## config.mk

```make
export PLATFORM = sky130hd
export DESIGN_NAME = sips_core
export DESIGN_NICKNAME = d
export VERILOG_FILES = /design/src/rtl/sips_pkg.sv /design/src/rtl/sips_alu.sv /design/src/rtl/sips_core.sv
export SDC_FILE = /design/constraint.sdc
export NUM_CORES = 1
export LEC_CHECK = 0
export ABC_CLOCK_PERIOD_IN_PS = 4700
export CORE_AREA = 5 5 147 149
export CTS_CLUSTER_DIAMETER = 40
export DETAILED_ROUTE_END_ITERATION = 8
export DIE_AREA = 0 0 152 154
export PLACE_DENSITY = 0.84
export SLEW_MARGIN = 20
export SYNTH_ARGS = -nofsm -noshare
export SYNTH_HDL_FRONTEND = slang
export SYNTH_HIERARCHICAL = 1
export SYNTH_SLANG_ARGS = --single-unit
```

## constraint.sdc

```tcl
create_clock -name clk -period 4.7 [get_ports clk]
set_clock_uncertainty 0.2 [all_clocks]
set_input_delay 0.47 -clock clk [delete_from_list [all_inputs] [get_ports clk]]
set_output_delay 0.47 -clock clk [all_outputs]
set_load 0.05 [all_outputs]
```

## src/rtl/sips_pkg.sv

```systemverilog
// sips_pkg: shared encodings for the sips_core processor.
// Latency: n/a (constants, types and one pure function).
// Backpressure: n/a.
package sips_pkg;

  // Control sequencer states.
  typedef enum logic [1:0] {
    ST_FETCH = 2'd0,
    ST_EXEC  = 2'd1,
    ST_MEMRD = 2'd2,
    ST_HALT  = 2'd3
  } state_e;

  // Major opcodes, instr[15:11]. 0ffff is ALU, 11xxx is NOP.
  localparam logic [4:0] OP_BCC0 = 5'b10000;
  localparam logic [4:0] OP_BCC1 = 5'b10001;
  localparam logic [4:0] OP_JAL  = 5'b10010;
  localparam logic [4:0] OP_HALT = 5'b10011;
  localparam logic [4:0] OP_LD   = 5'b10100;
  localparam logic [4:0] OP_ST   = 5'b10101;
  localparam logic [4:0] OP_IN   = 5'b10110;
  localparam logic [4:0] OP_OUT  = 5'b10111;

  // ALU function codes, instr[14:11] when instr[15]==0. 11..15 are NOP.
  localparam logic [3:0] ALU_ADD = 4'd0;
  localparam logic [3:0] ALU_SUB = 4'd1;
  localparam logic [3:0] ALU_AND = 4'd2;
  localparam logic [3:0] ALU_OR  = 4'd3;
  localparam logic [3:0] ALU_XOR = 4'd4;
  localparam logic [3:0] ALU_SHL = 4'd5;
  localparam logic [3:0] ALU_SHR = 4'd6;
  localparam logic [3:0] ALU_SAR = 4'd7;
  localparam logic [3:0] ALU_MOV = 4'd8;
  localparam logic [3:0] ALU_NOT = 4'd9;
  localparam logic [3:0] ALU_CMP = 4'd10;

  // Branch condition codes, instr[10:8] of a Bcc.
  localparam logic [2:0] CC_EQ = 3'd0;  // Z
  localparam logic [2:0] CC_VS = 3'd1;  // V
  localparam logic [2:0] CC_GT = 3'd2;  // ~Z & ~(N^V)
  localparam logic [2:0] CC_GE = 3'd3;  // ~(N^V)
  localparam logic [2:0] CC_HI = 3'd4;  // ~(C|Z)
  localparam logic [2:0] CC_CC = 3'd5;  // ~C
  localparam logic [2:0] CC_MI = 3'd6;  // N
  localparam logic [2:0] CC_AL = 3'd7;  // always

  typedef struct packed {
    logic n;
    logic z;
    logic v;
    logic c;
  } flags_t;

  function automatic logic cond_eval(input logic [2:0] cc, input flags_t f);
    logic r;
    case (cc)
      CC_EQ:   r = f.z;
      CC_VS:   r = f.v;
      CC_GT:   r = ~f.z & ~(f.n ^ f.v);
      CC_GE:   r = ~(f.n ^ f.v);
      CC_HI:   r = ~(f.c | f.z);
      CC_CC:   r = ~f.c;
      CC_MI:   r = f.n;
      default: r = 1'b1;
    endcase
    return r;
  endfunction

endpackage

```

## src/rtl/sips_alu.sv

```systemverilog
// sips_alu: combinational ALU and {N,Z,V,C} flag generator.
// Latency: 0 cycles (pure combinational).
// Backpressure: none.
// Ports: func (4b code), a/b operands -> result, flags, wr_en (write rd), flag_en (update flags).
module sips_alu
  import sips_pkg::*;
#(
  parameter int DATA_W = 8
) (
  input  logic [3:0]        func,
  input  logic [DATA_W-1:0] a,
  input  logic [DATA_W-1:0] b,
  output logic [DATA_W-1:0] result,
  output flags_t            flags,
  output logic              wr_en,
  output logic              flag_en
);

  logic [DATA_W:0]        sum_x;
  logic [DATA_W:0]        diff_x;
  logic [DATA_W:0]        shl_x;
  logic [DATA_W:0]        shr_x;
  logic signed [DATA_W:0] sar_x;
  logic                   carry;
  logic                   ovf;

  always_comb begin
    // One extra bit catches carry/borrow; for right shifts the extra low
    // bit catches the last bit shifted out (including amounts >= DATA_W).
    sum_x  = {1'b0, a} + {1'b0, b};
    diff_x = {1'b0, a} - {1'b0, b};
    shl_x  = {1'b0, a} << b;
    shr_x  = {a, 1'b0} >> b;
    sar_x  = $signed({a, 1'b0}) >>> b;

    result  = '0;
    carry   = 1'b0;
    ovf     = 1'b0;
    wr_en   = (func < ALU_CMP);
    flag_en = (func <= ALU_CMP);

    case (func)
      ALU_ADD: begin
        result = sum_x[DATA_W-1:0];
        carry  = sum_x[DATA_W];
        ovf    = (a[DATA_W-1] == b[DATA_W-1]) && (result[DATA_W-1] != a[DATA_W-1]);
      end
      ALU_SUB, ALU_CMP: begin
        result = diff_x[DATA_W-1:0];
        carry  = diff_x[DATA_W];
        ovf    = (a[DATA_W-1] != b[DATA_W-1]) && (result[DATA_W-1] != a[DATA_W-1]);
      end
      ALU_AND: result = a & b;
      ALU_OR:  result = a | b;
      ALU_XOR: result = a ^ b;
      ALU_SHL: begin
        result = shl_x[DATA_W-1:0];
        carry  = shl_x[DATA_W];
      end
      ALU_SHR: begin
        result = shr_x[DATA_W:1];
        carry  = shr_x[0];
      end
      ALU_SAR: begin
        result = sar_x[DATA_W:1];
        carry  = sar_x[0];
      end
      ALU_MOV: result = b;
      ALU_NOT: result = ~a;
      default: result = '0;
    endcase

    flags.n = result[DATA_W-1];
    flags.z = (result == '0);
    flags.v = ovf;
    flags.c = carry;
  end

endmodule

```

## src/rtl/sips_core.sv

```systemverilog
// sips_core: multi-cycle processor, 16-bit instructions, 8 regs, port I/O.
// Latency: 2 cycles per instruction (FETCH, EXEC), LD 3 (adds MEMRD); HALT parks until rst.
// Backpressure: none; imem/dmem are fixed one-cycle-latency, no stall input.
// Ports: clk/rst; imem_addr->imem_data (16b, next cycle); dmem_addr/wdata/wen, dmem_rdata
// (next cycle); in_port/out_port packed NPORT x DATA_W; halted.
module sips_core
  import sips_pkg::*;
#(
  parameter int DATA_W = 8,
  parameter int PC_W   = 8,
  parameter int NPORT  = 4
) (
  input  logic                    clk,
  input  logic                    rst,
  output logic [PC_W-1:0]         imem_addr,
  input  logic [15:0]             imem_data,
  output logic [DATA_W-1:0]       dmem_addr,
  output logic [DATA_W-1:0]       dmem_wdata,
  output logic                    dmem_wen,
  input  logic [DATA_W-1:0]       dmem_rdata,
  input  logic [NPORT*DATA_W-1:0] in_port,
  output logic [NPORT*DATA_W-1:0] out_port,
  output logic                    halted
);

  localparam int PSEL_W = (NPORT > 1) ? $clog2(NPORT) : 1;

  state_e                    state_q, state_d;
  logic [PC_W-1:0]           pc_q, pc_d;
  logic [7:0][DATA_W-1:0]    regs_q, regs_d;
  flags_t                    flags_q, flags_d;
  logic [NPORT*DATA_W-1:0]   out_q, out_d;
  logic [2:0]                ld_dst_q, ld_dst_d;

  // Decode straight from imem_data, which is valid throughout EXEC.
  logic [4:0]        op;
  logic [2:0]        rd;
  logic [DATA_W-1:0] a_val;
  logic [DATA_W-1:0] b_val;
  logic [PC_W-1:0]   pc_inc;
  logic [PC_W-1:0]   b_pc;
  logic [PSEL_W-1:0] port_sel;
  logic              taken;

  logic [DATA_W-1:0] alu_res;
  flags_t            alu_flags;
  logic              alu_wr;
  logic              alu_flag_en;

  assign op       = imem_data[15:11];
  assign rd       = imem_data[3:1];
  assign a_val    = regs_q[imem_data[10:8]];
  assign b_val    = imem_data[0] ? DATA_W'(imem_data[7:4]) : regs_q[imem_data[6:4]];
  assign pc_inc   = pc_q + 1'b1;
  assign b_pc     = PC_W'(b_val);
  assign port_sel = (NPORT > 1) ? PSEL_W'(b_val) : '0;
  assign taken    = op[0] ^ cond_eval(imem_data[10:8], flags_q);

  sips_alu #(.DATA_W(DATA_W)) u_alu (
    .func    (op[3:0]),
    .a       (a_val),
    .b       (b_val),
    .result  (alu_res),
    .flags   (alu_flags),
    .wr_en   (alu_wr),
    .flag_en (alu_flag_en)
  );

  always_comb begin
    state_d    = state_q;
    pc_d       = pc_q;
    regs_d     = regs_q;
    flags_d    = flags_q;
    out_d      = out_q;
    ld_dst_d   = ld_dst_q;
    dmem_addr  = '0;
    dmem_wdata = '0;
    dmem_wen   = 1'b0;

    unique case (state_q)
      ST_FETCH: state_d = ST_EXEC;
      ST_EXEC: begin
        state_d = ST_FETCH;
        pc_d    = pc_inc;
        if (!op[4]) begin
          if (alu_wr)      regs_d[rd] = alu_res;
          if (alu_flag_en) flags_d    = alu_flags;
        end else begin
          case (op)
            OP_BCC0, OP_BCC1: if (taken) pc_d = b_pc;
            OP_JAL: begin
              regs_d[rd] = DATA_W'(pc_inc);
              pc_d       = b_pc;
            end
            OP_HALT: begin
              pc_d    = pc_q;
              state_d = ST_HALT;
            end
            OP_LD: begin
              // PC advances now; MEMRD only retires the read data.
              dmem_addr = b_val;
              ld_dst_d  = rd;
              state_d   = ST_MEMRD;
            end
            OP_ST: begin
              dmem_addr  = b_val;
              dmem_wdata = a_val;
              dmem_wen   = 1'b1;
            end
            OP_IN:  regs_d[rd] = in_port[port_sel*DATA_W +: DATA_W];
            OP_OUT: out_d[port_sel*DATA_W +: DATA_W] = a_val;
            default: ;  // 11xxx: NOP
          endcase
        end
      end
      ST_MEMRD: begin
        regs_d[ld_dst_q] = dmem_rdata;
        state_d          = ST_FETCH;
      end
      ST_HALT: ;
    endcase
  end

  always_ff @(posedge clk) begin
    if (rst) begin
      state_q  <= ST_FETCH;
      pc_q     <= '0;
      regs_q   <= '0;
      flags_q  <= '0;
      out_q    <= '0;
      ld_dst_q <= '0;
    end else begin
      state_q  <= state_d;
      pc_q     <= pc_d;
      regs_q   <= regs_d;
      flags_q  <= flags_d;
      out_q    <= out_d;
      ld_dst_q <= ld_dst_d;
    end
  end

  assign imem_addr = pc_q;
  assign out_port  = out_q;
  assign halted    = (state_q == ST_HALT);

endmodule
```

== Word level (Yosys, flattened, before mapping) ==
Index checks and enable logic that the tools add are counted.

* Flip-flop bits (word level): 113
* Input bits: 58
* Output and inout port bits: 58

* Multiplexer cells: 37
* $add $sub $neg: 4
* Shift-type cells: 6
* Reduce and logical (&&, ||, !) cells: 18
* Equality and inequality tests: 34
* Magnitude comparators: 8
* Bitwise gates (word level): 13

{| class="wikitable"
|+ Operators with widths
! operator !! count
|-
| 64-bit bitwise mux || 4
|-
| 64-bit case mux with 2 select lines || 2
|-
| 64-bit two-way mux || 2
|-
| 8-bit two-way mux || 13
|-
| 8-bit case mux with 10 select lines || 1
|-
| 8-bit binary-select mux with 3-bit select || 2
|-
| 8-bit demux with 3-bit select || 2
|-
| 5-bit == test, second input constant || 8
|-
| 5-bit negator with 34-bit output || 1
|-
| 8-bit by 34-bit variable shift with 32-bit output, first input constant || 1
|-
| 8-bit by 34-bit indexed part select with 32-bit output || 1
|-
| 32-bit bitwise mux || 1
|-
| 32-bit by 6-bit indexed part select with 8-bit output || 1
|-
| 8-bit case mux with 3 select lines || 1
|-
| 4-bit by 3-bit == test with 1-bit output, second input constant || 4
|-
| 3-bit by 4-bit less-than comparator with 1-bit output, second input constant || 4
|-
| 4-bit == test, second input constant || 3
|-
| 3-bit AND reduction || 4
|-
| 8-bit by 8-bit adder with 9-bit output || 1
|-
| 3-bit == test, second input constant || 3
|-
| 8-bit by 8-bit << shifter with 9-bit output || 1
|-
| 9-bit by 8-bit right shift with 9-bit output || 1
|-
| 9-bit by 8-bit >>> shifter with 9-bit output || 1
|-
| 8-bit by 8-bit subtractor with 9-bit output || 1
|-
| 39 further kinds || 57
|}

== Logic depth before layout (Yosys ltp) ==
* Depth in word-level cells: 9
* Gate-level depth with buffers: 21

== Hierarchy ==
Netlist, hierarchy kept.

{| class="wikitable"
|+ By module, submodules not included
! module !! times used !! area each (um2) !! cells an instance !! sequential area each (um2)
|-
| sips_core || 1 || 8026.4 || 1008 || 2262.2
|-
| sips_alu || 1 || 2481.1 || 372 || 0.0
|}

== Least setup slack after synthesis ==
Ideal clock, no wire load.

* Path type: input port to flip-flop
* From: in imem_data[5]
* To: reg regs_q[7] in the netlist's numbering
* Stages: 19
* Required time: 4409 ps
* Path slack: -148 ps
* Buffers on the path: 6
* Arrival: 4557 ps
* Cells stage by stage: buf_6 -> clkbuf_1 -> clkbuf_1 -> mux4_2 -> nand2_1 -> o21ai_0 -> clkbuf_1 -> clkinv_1 -> ha_1 -> clkbuf_1 -> or4_1 -> a31oi_1 -> nand2_1 -> and3_1 -> o21ai_1 -> buf_4 -> nor2b_1 -> a21oi_1 -> a311oi_1

{| class="wikitable"
|+ RTL lines
! what !! RTL line !! RTL
|-
| start, declared || sips_core.sv:16 || <nowiki>input logic [15:0] imem_data,</nowiki>
|-
| end signal, assigned || sips_core.sv:135 || <nowiki>regs_q <= regs_d;</nowiki>
|-
| end, declared || sips_core.sv:30 || <nowiki>logic [7:0][DATA_W-1:0] regs_q, regs_d;</nowiki>
|}

== Worst setup path after layout ==
* From: in imem_data[8]
* To: reg regs_q[6] in the netlist's numbering

* Longest elaborated chain between the ends: 8
* Elaborated cells on any way between the ends: 16

{| class="wikitable"
|+ Ends and longest elaborated chain
! what !! RTL line !! RTL
|-
| 8-bit binary-select mux with 3-bit select * || sips_core.sv:52 || <nowiki>assign a_val = regs_q[imem_data[10:8]];</nowiki>
|-
| 8-bit two-way mux (implied by the code) * || sips_core.sv:52 ||
|-
| via a_val[0] || sips_core.sv:38 || <nowiki>logic [DATA_W-1:0] a_val;</nowiki>
|-
| 8-bit by 8-bit subtractor with 9-bit output, or another cell as far along || sips_alu.sv:31 || <nowiki>diff_x = {1'b0, a} - {1'b0, b};</nowiki>
|-
| 8-bit case mux with 10 select lines * || sips_alu.sv:42 || <nowiki>case (func)</nowiki>
|-
| via alu_res[6] || sips_core.sv:45 || <nowiki>logic [DATA_W-1:0] alu_res;</nowiki>
|-
| 64-bit bitwise mux * || sips_core.sv:86 || <nowiki>if (alu_wr) regs_d[rd] = alu_res;</nowiki>
|-
| 64-bit two-way mux * || sips_core.sv:86 ||
|-
| 64-bit two-way mux * || sips_core.sv:85 || <nowiki>if (!op[4]) begin</nowiki>
|-
| 64-bit case mux with 2 select lines * || sips_core.sv:80 || <nowiki>unique case (state_q)</nowiki>
|}

Mark *: on every way through the listed nets, which the timed path passes. The rest lies on a longest branch. The select of a mux whose other input is x is not followed.
A chain may end at the register's enable or synchronous reset.

==> metrics.yaml <==
synthesis:
  synth_area_leaders: "dfxtp_1 22%, mux4_2 7.7%, nor2_1 6.2%"
  seq_area_frac_synth: 0.2153
  ys_seq_elements: 113
  yosysUniqueCellTypes: 84
  synth_top_area_cell: "dfxtp_1"
  synthArstFlopShare: 0
  synth_area_per_cell_um2: 7.614
  synthFlopType: "dfxtp_1"
  synth_edf_count: 0
  yosys_warnings: 6
  synthCells: 1380
  synth_fp_nets: 1474
  synthesis.area_mm2: 0.01051
  synth_top_area_frac: 0.2153
min_path:
  min_path_cells: 2
  worst_hold_path_type: "reg -> reg"
placement:
  gp_congestion: 1.031
  dp.cells: 1794
  dpl.hpwl_um: 31110
  postPlaceCellArea_mm2: 0.01252
  io_buffers: 115
finish:
  layout_common_cells: "172 x nor2_1, 133 x buf_4, 123 x a21oi_1"
  final_common_cell: "nor2_1"
  drive_above_1_share: 0.1793
  multiInputGateArea_mm2: 0.007520
  n_fill_cell: 1745
  final_util: 0.6569
  stdcell_count: 1826
  area_growth_syn_to_layout_pct: 25.28
  nNetsFinal: 1637
  register_area_mm2: 0.002262
  fin_area_mm2: 0.01316
  diodes: 0
pwr:
  p_total_mw: 3.151
  p_leak_nw: 4.733
  power_density_mw_per_mm2: 239.4
  max-vdd-ir-drop_mv: 0.2784
grt:
  use_met3: 0.07307
  grt_max_degree: 73
  grt_use_met1: 0.4318
  antenna_found_initial: 0
  grt_util_all_layers: 0.3364
  grt_pass1_wl_um: 64280
  gr-max-usage-layer: "met2"
  overflow: 0
  grt_pass1_vias: 11530
  met2_usage: 0.5445
clocking:
  cts_setup_buffers: 0
  clockRootBuffer: "clkbuf_16"
  clock_latency_ns: 0.43
  htreeDepth: 4
  hold_buffers: 0
  cts_resized: 0
  clk_pin_slew_ns: 0.06
  cts_tree: "yes"
  cts_sinks: 113
  numCtsBuffers: 17
  cts_buffer_depth: 2
drt:
  first_pass_iters: 8
  routed_via_density: 6.724
  wl_per_cell_um: 22.54
  drc: 0
  drt_iter0_drc: 1898
  routed_wl_um: 41160
  vias: 12280
  ant_nets: 0
floorplanning:
  dieHeight_um: 154
  coreArea_mm2: 0.02004
  ios: 116
  die_w_um: 152
  core.rowCount: 52
  start_util: 0.5244
  dieArea_mm2: 0.02341
timing:
  slew_headroom: 0.3577
  fin_crit_sh: 0.9682
  worst_slew_pin_slew_ns: 0.9635
  setup_viol: 0
  finalMaxSlewViolations: 0
  max_freq_mhz: 219.8
  hold_viol_final: 0
  min_period_ns: 4.550
worst_setup_path:
  critPathCaptureType: "register"
  critical_path_class: "in -> reg"
  cpMaxStageDelayCell: "mux4_2"
  arrival_ns: 4.66
  crit_chain: "clkdlybuf4s50_1 -> buf_4 -> mux4_2 -> mux2_2 -> inv_1 -> ha_1 -> inv_1 -> fa_1 -> nor2b_1 -> o31ai_1 -> buf_4 -> o31ai_2 -> nor2_1 -> a21oi_1 -> o211ai_1 -> nor2b_1 -> a22oi_1 -> a311oi_1"
  start_kind: "input pin"
  cp_data_required_time_ns: 4.81
  cpPeakStageDelay_ns: 0.50
  r2r_cells: 16
  crit_path_max_fanout: 5
outcome:
  status: "finished, final reports clean"
run:
  max_cap_viol_count: 0
## kinds of logic (layout without fill, tap and decap cells)
kind of cell,Yosys count,after routing,synth area share
XOR/XNOR,9,9,0.007502
multiplexers,68,68,0.1093
adder cells (fa/ha/maj),36,36,0.04430
buffers and inverters,166,342,0.07121
AO/OA/AOI/OAI,477,477,0.3181
flip-flops,113,113,0.2153
AND/OR/NAND/NOR,511,511,0.2343
## layer usage
layer	vias to the layer above	wire [um]
met5	-	0
met3	161	4577
met4	0	2027
met2	834	18910
li1	5533	-
met1	5750	15640
## where the power goes
part / internal, mW / leakage [nW] / switching, mW
clock network: 0.857 / 0.292 / 0.519
registers: 0.979 / 0.914 / 0.0264
logic: 0.307 / 3.53 / 0.464
## stage by stage
step / setup TNS (ns) / hold WS (ns) / setup slack (ns)
5_1_grt: -0.01720 / 0.2988 / -0.01720
3_5_place_dp: -3.596 / 0.2602 / -0.2128
6_report: 0 / 0.2718 / 0.1496
3_3_place_gp: -2.156 / 0.2568 / -0.2193
4_1_cts: 0 / 0.2684 / 0.1572
2_1_floorplan: 0 / 0.2372 / 0.06288
## critical path, delay by kind of cell
kind	cells	cell delay [ns]
buffers and inverters	5	0.95
muxes	2	0.82
and+or+nand+nor	3	0.60
AOI/OAI and AO/OA	6	1.22
adders and majority gates	2	0.59
## cells in the mapped netlist (21+ instances only)
library cell and n:
nor2_1 173, a21oi_1 124, dfxtp_1 113, nand2_1 110
nor3_1 76, o21ai_0 73, clkbuf_1 59, inv_1 51
a22oi_1 49, mux4_2 36, o221ai_1 36, ha_1 34
nand3_1 29, buf_2 28, a311oi_1 26, nand2b_1 22
a21o_1 21
## registers in the layout (all words and copies together) (netlist names)
signal     flops
imem_addr      8
out_port      32
state_q        2
ld_dst_q       3
flags_q        4
regs_q        64
## final timing paths
kind,end,slack [ns],start
worst min register to register,flags_q[0],0.27,flags_q[0]
worst max register to register,regs_q[6],0.50,regs_q[48]
worst max-delay path,regs_q[6],0.15,imem_data[8]
worst min-delay path,flags_q[0],0.27,flags_q[0]
## area by class of cell
cell class                      instances  share of cell area
Sequential cell                       113              0.1718
Tap cell                              270             0.02566
Inverter                               60             0.01711
Clock inverter                         13             0.01321
Timing Repair Buffer                  250              0.1673
Clock buffer                           19             0.03365
Multi-Input combinational cell       1101              0.5712
(Power assumes the default switching activity.)
